$ cat src/rtl/intr_req_ctrl_if.sv
// Handshake bundle between the interrupt request conditioner and its neighbours:
// the button, the interrupt-enable flag and the control unit.
interface intr_req_ctrl_if #(
    parameter int unsigned MISS_W = 8
);
    logic              BTN_INT;
    logic              I_FLAG_OUT;
    logic              INT_ACK;
    logic              INTR;
    logic              INT_PENDING;
    logic [MISS_W-1:0] MISS_CNT;

    modport master (
        output BTN_INT,
        output I_FLAG_OUT,
        output INT_ACK,
        input  INTR,
        input  INT_PENDING,
        input  MISS_CNT
    );

    modport slave (
        input  BTN_INT,
        input  I_FLAG_OUT,
        input  INT_ACK,
        output INTR,
        output INT_PENDING,
        output MISS_CNT
    );
endinterface

$ cat src/rtl/intr_req_ctrl.sv
// Interrupt request conditioner: synchronizes and debounces the interrupt button,
// latches one pending request per press and counts requests lost to an occupied latch.
module intr_req_ctrl #(
    parameter int unsigned SYNC_STAGES = 2,
    parameter int unsigned DB_COUNT    = 500000,
    parameter int unsigned MISS_W      = 8
) (
    input logic              clk,
    input logic              RST,
    intr_req_ctrl_if.slave   bus
);
    localparam int unsigned CntW = (DB_COUNT > 1) ? $clog2(DB_COUNT) : 1;
    localparam logic [CntW-1:0] CntMax = CntW'(DB_COUNT - 1);

    typedef enum logic [1:0] {
        StIdle,
        StDbPress,
        StHeld,
        StDbRelease
    } state_t;

    logic [SYNC_STAGES-1:0] r_sync;
    state_t                 r_state;
    logic [CntW-1:0]        r_cnt;
    logic                   r_pending;
    logic [MISS_W-1:0]      r_miss;

    logic w_sync;
    logic w_accept;
    logic w_miss_sat;

    assign w_sync     = r_sync[SYNC_STAGES-1];
    // Combinational so the latch sets on the same edge the debounce completes.
    assign w_accept   = (r_state == StDbPress) && w_sync && (r_cnt == CntMax);
    assign w_miss_sat = &r_miss;

    always_ff @(posedge clk) begin
        if (RST) begin
            r_sync    <= '0;
            r_state   <= StIdle;
            r_cnt     <= '0;
            r_pending <= 1'b0;
            r_miss    <= '0;
        end else begin
            r_sync <= {r_sync[SYNC_STAGES-2:0], bus.BTN_INT};

            unique case (r_state)
                StIdle: begin
                    if (w_sync) begin
                        r_state <= StDbPress;
                        r_cnt   <= '0;
                    end
                end
                StDbPress: begin
                    if (!w_sync) begin
                        r_state <= StIdle;
                    end else if (r_cnt == CntMax) begin
                        r_state <= StHeld;
                    end else begin
                        r_cnt <= r_cnt + 1'b1;
                    end
                end
                StHeld: begin
                    if (!w_sync) begin
                        r_state <= StDbRelease;
                        r_cnt   <= '0;
                    end
                end
                StDbRelease: begin
                    if (w_sync) begin
                        r_state <= StHeld;
                    end else if (r_cnt == CntMax) begin
                        r_state <= StIdle;
                    end else begin
                        r_cnt <= r_cnt + 1'b1;
                    end
                end
                default: r_state <= StIdle;
            endcase

            // A new request outranks a same-cycle acknowledge and is not a miss.
            if (w_accept) begin
                r_pending <= 1'b1;
                if (r_pending && !bus.INT_ACK && !w_miss_sat) begin
                    r_miss <= r_miss + 1'b1;
                end
            end else if (bus.INT_ACK) begin
                r_pending <= 1'b0;
            end
        end
    end

    assign bus.INT_PENDING = r_pending;
    assign bus.MISS_CNT    = r_miss;
    assign bus.INTR        = r_pending & bus.I_FLAG_OUT;
endmodule

$ cat src/flat_wrapper.sv
// flat-port wrapper written by rule: the top's interface ports become plain ports
module intr_req_ctrl_flat 
#(
    parameter int unsigned SYNC_STAGES = 2,
    parameter int unsigned DB_COUNT    = 500000,
    parameter int unsigned MISS_W      = 8
)
  (clk, RST, bus_BTN_INT, bus_I_FLAG_OUT, bus_INT_ACK, bus_INTR, bus_INT_PENDING, bus_MISS_CNT);
  intr_req_ctrl_if #(.MISS_W(MISS_W)) bus_i ();
  input logic clk;
  input logic RST;
  input wire logic [$bits(bus_i.BTN_INT)-1:0] bus_BTN_INT;
  input wire logic [$bits(bus_i.I_FLAG_OUT)-1:0] bus_I_FLAG_OUT;
  input wire logic [$bits(bus_i.INT_ACK)-1:0] bus_INT_ACK;
  output wire logic [$bits(bus_i.INTR)-1:0] bus_INTR;
  output wire logic [$bits(bus_i.INT_PENDING)-1:0] bus_INT_PENDING;
  output wire logic [$bits(bus_i.MISS_CNT)-1:0] bus_MISS_CNT;
  assign bus_i.BTN_INT = bus_BTN_INT;
  assign bus_i.I_FLAG_OUT = bus_I_FLAG_OUT;
  assign bus_i.INT_ACK = bus_INT_ACK;
  assign bus_INTR = bus_i.INTR;
  assign bus_INT_PENDING = bus_i.INT_PENDING;
  assign bus_MISS_CNT = bus_i.MISS_CNT;
  intr_req_ctrl #(.SYNC_STAGES(SYNC_STAGES), .DB_COUNT(DB_COUNT), .MISS_W(MISS_W)) u_core (.clk(clk), .RST(RST), .bus(bus_i));
endmodule
$ cat config.mk
export PLATFORM = sky130hd
export DESIGN_NAME = intr_req_ctrl_flat
export DESIGN_NICKNAME = d
export VERILOG_FILES = /design/src/rtl/intr_req_ctrl_if.sv /design/src/rtl/intr_req_ctrl.sv /design/src/flat_wrapper.sv
export SDC_FILE = /design/constraint.sdc
export NUM_CORES = 1
export LEC_CHECK = 0
export CAP_MARGIN = 20
export CORE_UTILIZATION = 31
export CTS_CLUSTER_SIZE = 14
export DETAILED_ROUTE_END_ITERATION = 12
export DONT_BUFFER_PORTS = 1
export PLACE_DENSITY = 0.53
export SYNTH_ARGS = -nofsm -noshare
export SYNTH_HDL_FRONTEND = slang
export SYNTH_SLANG_ARGS = --single-unit
$ cat constraint.sdc
create_clock -name clk -period 3.5 [get_ports clk]
set_input_delay 0.175 -clock clk [delete_from_list [all_inputs] [get_ports clk]]
set_output_delay 0.175 -clock clk [all_outputs]
set_load 0.01 [all_outputs]
After elaboration in Yosys (flattened, before gate mapping)
Index checks and enable logic that the tools add are counted.

Shift-type cells: 0. Add/subtract/negate cells: 2. Eq/ne operators: 10. Bitwise operators: 1. Reductions and logical operators: 12. Mux-type cells: 15. Div/mod/pow operators: 0. Magnitude comparators: 0. $mul: 0.

Operators by type and width (number): 19-bit two-way mux (5); 19-bit one-hot mux with 4 select lines (1); 19-bit by 1-bit adder with 19-bit output (second input constant) (1); 19-bit == test (second input constant) (1); 2-bit two-way mux (6); 8-bit by 1-bit adder with 8-bit output (second input constant) (1); 2-bit one-hot mux with 4 select lines (1); 4-bit AND reduction (2); 8-bit AND reduction (1); 2-bit == test (second input constant) (2); 1-bit logical AND (4); 2-bit by 1-bit inequality test with 1-bit output (second input constant) (2); 2-bit inequality test (second input constant) (2); 3-bit by 1-bit inequality test with 1-bit output (second input constant) (1); 3-bit inequality test (second input constant) (1); 2-bit by 1-bit == test with 1-bit output (second input constant) (1); 1-bit logical NOT (2); 2-bit logical NOT (1); 1-bit two-way mux (2); 2-bit AND reduction (1); 2-bit nonzero test (1); 1-bit bitwise AND (1).

Bits in writable memories: 0. Bits in latches: 0. Memories kept: 0. ROM bits: 0. Logic and storage cells: 45. Output and inout port bits: 10. Bits in registers: 32. Input port bits: 5.

Depth between registers and ports, before layout
Word-level depth: 4. Mapped depth: 7.

Least setup slack after synthesis
Ideal clock, no wire load.

Path type: reg2reg. From: reg u_core.r_cnt[0]. To: reg u_core.r_cnt[8]. Slack: 1.801 ns. Stages on the path, launching flop included: 7. Period minus slack after synthesis: 1.699 ns. Setup time: 0.118 ns. Data arrival time: 1.581 ns. Buffers on the path: 0. Cells stage by stage: dfxtp_1 > ha_1 > and4_1 > nand3_1 > or3b_2 > xor2_1 > nor2_1.

Word-level cells in the longest chain between the ends: 4.

RTL lines: from (decl) (line intr_req_ctrl.sv:24) `logic [CntW-1:0] r_cnt;`; from (signal assigned) (line intr_req_ctrl.sv:60) `r_cnt <= r_cnt + 1'b1;`; from (signal assigned) (line intr_req_ctrl.sv:75) `r_cnt <= r_cnt + 1'b1;`; 19-bit by 1-bit adder with 19-bit output or 19-bit == test (tied branches); 19-bit two-way mux * (line intr_req_ctrl.sv:57, intr_req_ctrl.sv:72); 19-bit two-way mux (on tied branches) (line intr_req_ctrl.sv:70, intr_req_ctrl.sv:55); 19-bit one-hot mux with 4 select lines * (line intr_req_ctrl.sv:47) `unique case (r_state)`.

Every way passes the cells marked *; elsewhere a longest branch is shown, timed or not. The select of a mux whose other input is x is not followed. A chain may end at the register's enable or synchronous reset.

Worst setup path after layout
From: reg u_core.r_cnt[0]. To: reg u_core.r_cnt[0].

The elaborated chain is that of the path after synthesis.

==> flow_metrics.env <==
export IMPL_routed_wl_um=2989
export IMPL_fin_util_pct=35.89
export IMPL_overflow=0
export IMPL_track_usage_pct=12.69
export IMPL_n_fill_cell=501
export IMPL_place_hpwl_um=2198
export IMPL_drc=0
export IMPL_worstPathRequired_ns=3.64
export IMPL_wl_met3_um=146
export IMPL_yosysMostFrequentCell="dfxtp_1"
export IMPL_multi_input_area_sq_um=835.8
export IMPL_maxCapViolCount=0
export IMPL_via_count=1204
export IMPL_tritoncts="done"
export IMPL_nets=182
export IMPL_slowest_stage="o21ai_2"
export IMPL_h_tree_depth=2
export IMPL_period_share_pct=64.09
export IMPL_hp_class="in -> reg"
export IMPL_die_height_um=71.77
export IMPL_grt_pass1_vias=1112
export IMPL_finalSetupViolCount=0
export IMPL_ys_seq_area_share_pct=42.45
export IMPL_slowest_delay_ns=0.52
export IMPL_synth_edf_count=0
export IMPL_syn_area_sq_mm=0.001509
export IMPL_peakVddDrop_v=0.0001573
export IMPL_met1_length_um=1325
export IMPL_min_period_ns=2.243
export IMPL_synth_warnings=0
export IMPL_setup_tns_final_ns=0
export IMPL_total_power_uw=721.6
export IMPL_grt_start_max_net_pins=19
export IMPL_port_buffers=0
export IMPL_initial_core_util_pct=32.16
export IMPL_cp_max_fo=14
export IMPL_end_kind="flop"
export IMPL_die_w_um=71.77
export IMPL_antenna_found_initial=0
export IMPL_n_antenna_cell=0
export IMPL_clock_latency_ns=0.28
export IMPL_regArea_sq_um=640.6
export IMPL_viasPerCell=5.235
export IMPL_path_clk_slew_ns=0.07
export IMPL_fmax_ghz=0.4458
export IMPL_worst_pin_slew_ns=0.5875
export IMPL_clk_path_buf_depth=2
export IMPL_yosys_top_cells_count="32 x dfxtp_1, 21 x nor2_1, 15 x xnor2_1"
export IMPL_synth_async_sr_flop_share_pct=0
export IMPL_drive_gt1_share_pct=10.23
export IMPL_drt_iter0_drc=33
export IMPL_synth_ff_type="dfxtp_1"
export IMPL_whs_ns=0.02286
export IMPL_post_cts_setup_buffer_count=0
export IMPL_critPathLaunchType="flop"
export IMPL_area_delta_synth_final_pct=11.61
export IMPL_placed_cell_area_sq_mm=0.001567
export IMPL_slew_violations=0
export IMPL_io_pins=15
export IMPL_synth_top_cell_area_share_pct=42.45
export IMPL_pre_cts_ws_ns=1.329
export IMPL_ys_types=38
export IMPL_rsz0062_at_grt="false"
export IMPL_coreArea_sq_mm=0.004692
export IMPL_grt_pass1_wl_um=5071
export IMPL_top_layer="met4"
export IMPL_status="completed"
export IMPL_cts_buffers=5
export IMPL_clock_sinks=32
export IMPL_num_rows=25
export IMPL_hold_viol_final=0
export IMPL_syn_inst=170
export IMPL_leakagePower_nw=0.5272
export IMPL_synth_seq_cells=32
export IMPL_finClkSkew_ns=0.006997
export IMPL_fin_area_sq_mm=0.001684
export IMPL_synth_top_area_cell="dfxtp_1"
export IMPL_path_class="reg -> reg"
export IMPL_gp_congestion=0.8422
export IMPL_slew_headroom_pct=60.47
export IMPL_syn_nets=177
export IMPL_stdcell_count=230
export IMPL_avgSynthCellArea_sq_um=8.876
export IMPL_first_pass_iters=4
export IMPL_dr_wl_met2_um=1509
export IMPL_crit_chain="ha_1, and4_1, nand4_1, o21ai_2, or3b_1, a21oi_1"
export IMPL_p_per_area_mw_per_mm2=428.5
export IMPL_wire_per_inst_um=13.00
export IMPL_fin_ws_ns=1.257
export IMPL_clockRootBuffer="clkbuf_8"
export IMPL_ant_nets=0
export IMPL_crit_family="simple AND/OR/NAND/NOR gates"
export IMPL_worstPathArrival_ns=2.38
export IMPL_synth_area_top_cells="dfxtp_1 42%, xnor2_1 8.7%, nor2_1 5.2%"
export IMPL_dp_cells=221
export IMPL_die_area_sq_mm=0.005150
export IMPL_crit_buf_inv=0
==> layer usage <==
layer	up-vias	track usage (%)
met1	573	14.97
li1	610	-
met2	19	21.17
met3	2	5.485
met4	0	3.268
met5	-	0
==> state kept, by name, indices dropped and copies added (netlist names), named ones only <==
signal,cells
u_core.bus.MISS_CNT,8
u_core.r_cnt,19
u_core.bus.INT_PENDING,1
u_core.r_sync,2
u_core.r_state,1
==> timing repair <==
| action | CTS | global route |
|---|---|---|
| hold buffers | 1 | 0 |
| gates resized for setup | 0 | 0 |
| setup endpoints to repair | 0 | 0 |
| hold endpoints to repair | 15 | 0 |
==> layout by cell type (no fill, tap or decap), drive strengths merged, types with 3 or more instances in the layout <==
cell type	instances
xor2	7
o211ai	4
nor4	6
nand4	3
xnor2	15
nand2	12
nand3	14
clkbuf	6
and4bb	3
nor2	23
or4	3
dfxtp	32
o21ai	5
nor3	8
a21oi	7
inv	4
==> path summary, 6_finish.rpt <==
path | startpoint | to | slack, ns | cells past startpoint
setup / recovery | u_core.r_cnt[0] | u_core.r_cnt[0] | 1.26 | 6
hold / removal | bus_BTN_INT | u_core.r_sync[0] | 0.02 | 1
setup reg to reg | u_core.r_cnt[0] | u_core.r_cnt[0] | 1.26 | 6
hold reg to reg | u_core.r_sync[0] | u_core.r_sync[1] | 0.45 | 1
==> worst register-to-register path: cells and delay by family (launching register included) <==
family	cells	cell delay, ns
adder cells (fa/ha/maj)	1	0.21
AO/OA/AOI/OAI	2	0.58
AND/OR/NAND/NOR	3	0.92
flip-flops	1	0.40
==> cell type report <==
cell class / instances / share of cell area, %
multi-input cells: 130 / 49.63
well taps: 54 / 4.012
clock inverters: 2 / 2.080
repair buffers: 2 / 1.040
clock buffers: 6 / 4.309
inverters: 4 / 0.8915
flip-flops and latches: 32 / 38.04
==> cells by family (layout without fill, tap and decap cells) <==
kind of cell	after synthesis	after routing	share of synthesized area (%)
xor gates and xnor gates	22	22	13.27
AOI/OAI and AO/OA	19	19	7.795
buffers and inverters	8	14	2.156
adders and majority gates	2	2	1.658
DFF	32	32	42.45
and+or+nand+nor	87	87	32.67
==> power by group <==
part           internal (mW)  switching, mW  total (mW)
registers              0.366        0.00138       0.367
clock network          0.211          0.130       0.341
logic                0.00415        0.00990      0.0141
Note: power is estimated with default switching activity, not from simulation.
